`src/rtl/clock_set_controller.sv`:
```
// rtl/clock_set_controller.sv - button front-end for the clock counters: sync, debounce, set-mode FSM, inc pulses, blink
// Optional feature: define CLKSET_AUTOREPEAT_EN to auto-repeat inc pulses while the up button is held.
module clock_set_controller #(
  parameter int DEBOUNCE_CYCLES = 4,
  parameter int BLINK_HALF      = 6,
  parameter int REPEAT_DELAY    = 8,
  parameter int REPEAT_RATE     = 3
) (
  input  logic       clk,
  input  logic       reset,
  input  logic       btn_mode,
  input  logic       btn_up,
  output logic       run_en,
  output logic       hour_inc,
  output logic       minute_inc,
  output logic [1:0] mode,
  output logic       blink_hour,
  output logic       blink_minute
);

  localparam int DW = $clog2(DEBOUNCE_CYCLES + 1);
  localparam int BW = $clog2(BLINK_HALF + 1);

  typedef enum logic [1:0] {
    RUN      = 2'b00,
    SET_HOUR = 2'b01,
    SET_MIN  = 2'b10
  } state_t;

  state_t state;
  state_t state_next;

  // Index 0 carries the mode button, index 1 the up button.
  logic [1:0]    sync1;
  logic [1:0]    sync2;
  logic [1:0]    deb;
  logic [1:0]    deb_q;
  logic [DW-1:0] dcnt [2];
  logic [1:0]    press;

  logic          mode_press;
  logic          up_press;
  logic          set_state;
  logic          up_ok;
  logic          rep_fire;
  logic          inc_fire;
  logic          restart;

  logic [BW-1:0] bcnt;
  logic [BW-1:0] bcnt_next;
  logic          phase;
  logic          phase_next;

  assign mode = state;

  // Two-flop synchronizer for both raw buttons.
  always_ff @(posedge clk) begin
    if (reset) begin
      sync1 <= 2'b00;
      sync2 <= 2'b00;
    end else begin
      sync1 <= {btn_up, btn_mode};
      sync2 <= sync1;
    end
  end

  // Debouncer: level flips only after DEBOUNCE_CYCLES consecutive disagreeing samples.
  always_ff @(posedge clk) begin
    if (reset) begin
      deb   <= 2'b00;
      deb_q <= 2'b00;
      for (int i = 0; i < 2; i++) dcnt[i] <= '0;
    end else begin
      deb_q <= deb;
      for (int i = 0; i < 2; i++) begin
        if (sync2[i] == deb[i]) begin
          dcnt[i] <= '0;
        end else if (dcnt[i] == DW'(DEBOUNCE_CYCLES - 1)) begin
          deb[i]  <= ~deb[i];
          dcnt[i] <= '0;
        end else begin
          dcnt[i] <= dcnt[i] + DW'(1);
        end
      end
    end
  end

  assign press      = deb & ~deb_q;
  assign mode_press = press[0];
  assign up_press   = press[1];
  assign set_state  = (state == SET_HOUR) || (state == SET_MIN);
  // A mode press on the same cycle swallows the up press.
  assign up_ok      = up_press & ~mode_press & set_state;
  assign inc_fire   = up_ok | rep_fire;

`ifdef CLKSET_AUTOREPEAT_EN
  localparam int RMAX = (REPEAT_DELAY > REPEAT_RATE) ? REPEAT_DELAY : REPEAT_RATE;
  localparam int RW   = $clog2(RMAX + 1);

  logic          rep_armed;
  logic          rep_first;
  logic [RW-1:0] rep_cnt;
  logic [RW-1:0] rep_cnt_inc;
  logic [RW-1:0] rep_target;
  logic          rep_hold;

  assign rep_cnt_inc = rep_cnt + RW'(1);
  assign rep_target  = rep_first ? RW'(REPEAT_DELAY) : RW'(REPEAT_RATE);
  assign rep_hold    = rep_armed & deb[1] & ~mode_press & set_state;
  assign rep_fire    = rep_hold & (rep_cnt_inc == rep_target);

  // Repeat timer: armed by a real press, first gap REPEAT_DELAY, then REPEAT_RATE.
  always_ff @(posedge clk) begin
    if (reset) begin
      rep_armed <= 1'b0;
      rep_first <= 1'b0;
      rep_cnt   <= '0;
    end else if (up_ok) begin
      rep_armed <= 1'b1;
      rep_first <= 1'b1;
      rep_cnt   <= '0;
    end else if (rep_fire) begin
      rep_first <= 1'b0;
      rep_cnt   <= '0;
    end else if (rep_hold) begin
      rep_cnt   <= rep_cnt_inc;
    end else begin
      rep_armed <= 1'b0;
      rep_first <= 1'b0;
      rep_cnt   <= '0;
    end
  end
`else
  logic unused_repeat_cfg;

  assign rep_fire          = 1'b0;
  assign unused_repeat_cfg = ^{32'(REPEAT_DELAY), 32'(REPEAT_RATE)};
`endif

  // Next-state and blink-timer decode feeding the registered outputs.
  always_comb begin
    state_next = state;
    case (state)
      RUN:      if (mode_press) state_next = SET_HOUR;
      SET_HOUR: if (mode_press) state_next = SET_MIN;
      SET_MIN:  if (mode_press) state_next = RUN;
      default:  state_next = RUN;
    endcase

    restart    = (state_next != state) | up_press | rep_fire;
    bcnt_next  = bcnt + BW'(1);
    phase_next = phase;
    if (restart) begin
      bcnt_next  = '0;
      phase_next = 1'b1;
    end else if (bcnt == BW'(BLINK_HALF - 1)) begin
      bcnt_next  = '0;
      phase_next = ~phase;
    end
  end

  // Mode FSM with registered enable, increment pulses and blink flags.
  always_ff @(posedge clk) begin
    if (reset) begin
      state        <= RUN;
      run_en       <= 1'b1;
      hour_inc     <= 1'b0;
      minute_inc   <= 1'b0;
      blink_hour   <= 1'b0;
      blink_minute <= 1'b0;
      bcnt         <= '0;
      phase        <= 1'b0;
    end else begin
      state        <= state_next;
      run_en       <= (state_next == RUN);
      hour_inc     <= inc_fire & (state == SET_HOUR);
      minute_inc   <= inc_fire & (state == SET_MIN);
      blink_hour   <= (state_next == SET_HOUR) & phase_next;
      blink_minute <= (state_next == SET_MIN) & phase_next;
      bcnt         <= bcnt_next;
      phase        <= phase_next;
    end
  end

endmodule

```
`config.mk`:
```
export PLATFORM = sky130hd
export DESIGN_NAME = clock_set_controller
export DESIGN_NICKNAME = d
export VERILOG_FILES = /design/src/rtl/clock_set_controller.sv
export SDC_FILE = /design/constraint.sdc
export NUM_CORES = 1
export LEC_CHECK = 0
export ABC_AREA = 1
export CAP_MARGIN = 20
export CORE_ASPECT_RATIO = 0.75
export CORE_MARGIN = 4
export CORE_UTILIZATION = 50
export CTS_BUF_LIST = sky130_fd_sc_hd__clkbuf_8
export CTS_CLUSTER_DIAMETER = 50
export DETAILED_ROUTE_END_ITERATION = 6
export GPL_TIMING_DRIVEN = 0
export HOLD_SLACK_MARGIN = 0.03
export PLACE_DENSITY = 0.72
export SLEW_MARGIN = 15
export SYNTH_ARGS = -nofsm -noshare
export SYNTH_HDL_FRONTEND = slang
export SYNTH_SLANG_ARGS = --single-unit
```
`constraint.sdc`:
```
create_clock -name clk -period 3.3 [get_ports clk]
set_input_delay 0.33 -clock clk [delete_from_list [all_inputs] [get_ports clk]]
set_output_delay 0.33 -clock clk [all_outputs]
set_load 0.05 [all_outputs]
```
## Word level (Yosys, flattened, before mapping)

Memory sizes are Yosys's and may differ from the RTL's.
Cells that the tools add are included.
Widths: inputs -> output; s select.

- Add/sub/neg operators: 3
- $mul: 0
- Divide/modulo/power cells: 0
- $lt $le $gt $ge: 0
- Equal/unequal tests: 10
- Shifts and indexed selects: 0
- Mux-type cells: 36
- Bitwise gates (word level): 21
- Reduce and logical (&&, ||, !) cells: 6

Operator list:

| operator | count |
|---|---|
| $mux 1 | 26 |
| $mux 3 | 6 |
| $add 3x1->3 const B | 3 |
| $or 1x1->1 | 7 |
| $and 1x1->1 | 6 |
| $eq 3x2->1 const B | 2 |
| $mux 2 | 3 |
| $not 1->1 | 6 |
| $pmux 2 s3 | 1 |
| $eq 2x1->1 const B | 2 |
| $eq 2x2->1 const B | 2 |
| $logic_not 2->1 | 2 |
| $reduce_and 2->1 | 2 |
| $eq 3x3->1 const B | 1 |
| $reduce_or 3->1 | 1 |
| $and 2x2->2 | 1 |
| $eq 1x1->1 | 2 |
| $ne 2x2->1 | 1 |
| $not 2->2 | 1 |
| $logic_or 1x1->1 | 1 |

- Flip-flop bits (word level): 19
- Latch bits: 0
- Bits in writable memories: 6
- Memory bits (read-only): 0
- Input port bits: 4
- Output and inout bits: 7
- Word-level logic and storage cells: 90
- Memories: 1

Memory list:

| name | depth | width | read ports | clocked after memory_dff | wr ports | line | text |
|---|---|---|---|---|---|---|---|
| dcnt | 2 | 3 | 2 | 0 | 2 | 38 | `logic [DW-1:0] dcnt [2];` |

## Depth between registers and ports, before layout

- Word-level depth: 8
- Depth in mapped cells: 11
- Depth with buffers taken out: 11

## Worst setup path before layout

OpenSTA, ideal clock, no wires.

- Kind: flip-flop to flip-flop
- Start point: register state[1] (netlist: mode[1])
- End point: register blink_hour
- Library setup time: 0.109 ns
- Data arrival time: 1.599 ns
- Data required time: 3.191 ns
- Path slack: 1.592 ns
- Stages on the path, launching flop included: 11
- Path buffers: 0
- Period minus slack after synthesis: 1.708 ns
- Cell sequence: dfxtp_1 -> inv_1 -> ha_1 -> inv_1 -> nand2_1 -> o21ai_0 -> nor2_2 -> nand2_1 -> nor2_1 -> nand2_1 -> inv_1

- Cells in the longest elaborated chain, start to end: 6
- Elaborated cells between the ends (all ways): 12
- Classes of those cells: eq/ne (4); mux (5); bitwise (2); reduce/logical (1)

Ends and longest elaborated chain:

| what | line | text |
|---|---|---|
| start, declared | 30 | `state_t state;` |
| start signal, assigned | 174 | `state <= state_next;` |
| $eq 2x2->1, or another cell as far along | 143 | `case (state)` |
| $pmux 2 s3 | 143 |  |
| $ne 2x2->1 | 150 | `restart = (state_next != state) \| up_press \| rep_fire;` |
| $or 1x1->1 | 150 |  |
| $mux 1 | 153 | `if (restart) begin` |
| $and 1x1->1 * | 178 | `blink_hour <= (state_next == SET_HOUR) & phase_next;` |
| end signal, assigned | 178 |  |
| end, declared | 17 | `output logic blink_hour,` |

Every way passes the cells marked *; elsewhere a longest branch is shown, timed or not.
A chain may end at the register's enable or synchronous reset.

## Final worst setup path

- Start point: register state[0] (netlist: mode[0])
- End point: output port mode[0]

RTL lines:

| what | line | text |
|---|---|---|
| end, declared | 16 | `output logic [1:0] mode,` |

No word-level cell between the ends.

==> flow_metrics.tcl <==
set metrics [dict create \
    outcome "finished clean" \
    vias 738 \
    port_buffers 10 \
    crit_arrival_ns 1.47 \
    globalplace.congestion 0.7453 \
    netlist_area_um2 1081 \
    overflow 0 \
    end_kind "primary output" \
    drc 0 \
    cts_resized 0 \
    die_w_um 61.69 \
    drtIter0Drc 2 \
    nets 156 \
    antenna_found_initial 0 \
    period_needed_ns 1.795 \
    finalCritPeriodShare_pct 54.41 \
    grt_util_all_layers_pct 13.11 \
    path_max_fanout 4 \
    drive_gt1_share_pct 7.801 \
    path_cells "clkdlybuf4s50_1" \
    multi_input_area_um2 425.4 \
    coreArea_um2 2032 \
    utilization_pct 62.75 \
    drv_slew 0 \
    grt_pass1_wl_um 2704 \
    cpPeakStageDelay_ns 0.82 \
    path_buf_inv 1 \
    ys_warn_count 0 \
    drtPass1Iterations 4 \
    die_y_um 48.27 \
    regArea_um2 560.5 \
    max_cap_violations 0 \
    wirelength_um 1608 \
    clk_latency_ns 0.26 \
    first_global_vias 648 \
    holdCritPathClass "flip-flop to flip-flop" \
    root_buffer "clkbuf_8" \
    cts_setup_buffers 0 \
    finalSetupTns_ns 0 \
    dieArea_um2 2978 \
    powerDensity_nw_per_um2 452.8 \
    layout_commonest_cell "inv_1" \
    layout_common_cells "inv_1, nor2_1, dfxtp_1, nand2_1" \
    avgSynthCellArea_um2 8.861 \
    synth_area_leaders "dfxtp_1, edfxtp_1, ha_1" \
    io_pins 11 \
    yosysTopAreaCell "dfxtp_1" \
    hpwlAfterDp_um 1234 \
    startpoint_type "flip-flop" \
    grt_max_degree 14 \
    seq_area_frac_synth_pct 51.85 \
    synth_top_area_share_pct 35.19 \
    path_delay_family "buffers and inverters" \
    slowest_stage "clkdlybuf4s50_1" \
    path_clk_slew_ns 0.08 \
    start_util_pct 53.20 \
    synthCells 122 \
    peakVddDrop_v 0.0004480 \
    vias_per_cell 4.473 \
    antenna_cells 0 \
    grt_setup_unrepaired "no" \
    synth_cell_type_count 22 \
    synthToLayoutAreaGrowth_pct 17.94 \
    fillers 180 \
    cts_buffer_depth 2 \
    tritoncts "done" \
    critPathKind "flip-flop to primary output" \
    final_hold_viol_count 0 \
    num_rows 14 \
    fmax_ghz 0.5570 \
    numCtsBuffers 3 \
    fin_skew_ns 0.002304 \
    leakage_uw 0.0006241 \
    drt-wirelength-per-cell_um 9.745 \
    cts_sinks 25 \
    relSlewSlack_pct 66.24 \
    ys_ff_latch 25 \
    worst_slew_pin_slew_ns 0.5048 \
    cp_data_required_time_ns 2.97 \
    antenna_left 0 \
    htreeDepth 1 \
    cts_hold_buf 0 \
    setup_viol 0 \
]
sequential cells by signal (all words and copies together), names as in the netlist, 2 cells and up:
name   flops
deb_q      2
dcnt       6
mode       2
sync2      2
bcnt       3
deb        2
sync1      2
final cells by class:
type,count,share of cell area (%)
buffer,1,0.3925
clock buffer,3,3.238
clock inverter,1,0.2944
inverter,29,8.538
multi-input combinational,72,33.37
sequential,25,43.96
tap,24,2.355
timing repair buffer,10,7.851
worst reg2reg max path, stage by stage, from the launching register on:
cell	delay, ns
dfxtp_1	0.38
inv_1	0.11
ha_1	0.22
inv_1	0.06
nand2_1	0.06
o21ai_0	0.19
nor2_2	0.08
nand2_1	0.09
nor2_1	0.05
nand2_1	0.06
inv_1	0.03
kinds of logic (layout without fill, tap and decap cells):
family / Yosys count / in the layout / synth area share, %
compound gates: 12 / 12 / 6.364
xor+xnor: 2 / 2 / 1.621
fa+ha+maj: 10 / 10 / 11.57
buf+inv: 30 / 44 / 10.53
flops: 25 / 25 / 51.85
other cells: 1 / 6 / 0.3469
simple gates: 42 / 42 / 17.71
stage by stage:
stage | setup slack (ns) | total power [uW] | hold slack (ns) | std cells | cell area, um2
floorplan | 1.592 | 393.9 | 0.3883 | 127 | 1100
global placement | 1.790 | 409.4 | 0.3915 | 161 | 1230
detailed placement | 1.789 | 412.7 | 0.3969 | 161 | 1230
CTS | 1.486 | 587.3 | 0.4086 | 165 | 1275
global route | 1.423 | 609.7 | 0.4370 | 165 | 1275
finish | 1.505 | 577.3 | 0.4069 | 165 | 1275
worst paths after layout:
| kind | startpoint | endpoint | slack (ns) | cells after the start |
|---|---|---|---|---|
| worst max-delay path | mode[0]$_SDFF_PP0_ | mode[0] | 1.50 | 1 |
| worst max register to register | mode[0]$_SDFF_PP0_ | blink_hour$_SDFF_PP0_ | 1.87 | 10 |
| worst min-delay path | sync1[0]$_SDFF_PP0_ | sync2[0]$_SDFF_PP0_ | 0.41 | 2 |
| worst min register to register | sync1[0]$_SDFF_PP0_ | sync2[0]$_SDFF_PP0_ | 0.41 | 2 |
cell usage after synthesis, drive strengths merged:
library cell	instances
inv	29
nor2	20
dfxtp	19
nand2	14
ha	10
a21oi	6
edfxtp	6
nand3	4
o21ai	4
nor3	3
o211ai	2
buf	1
conb	1
nand4	1
xnor2	1
xor2	1
report_power, final:
part	total, uW	internal [uW]	switching [uW]
clock	172	83.1	88.9
combinational	68.3	26.3	42.0
sequential	337	329	8.29
layer usage:
layer,global-route usage (%),routed length [um],vias up
li1,-,-,408
met1,15.46,821,311
met2,21.09,675,17
met3,6.085,96,2
met4,5.085,14,0
met5,0,0,-
Note: power is estimated with default switching activity, not from simulation.
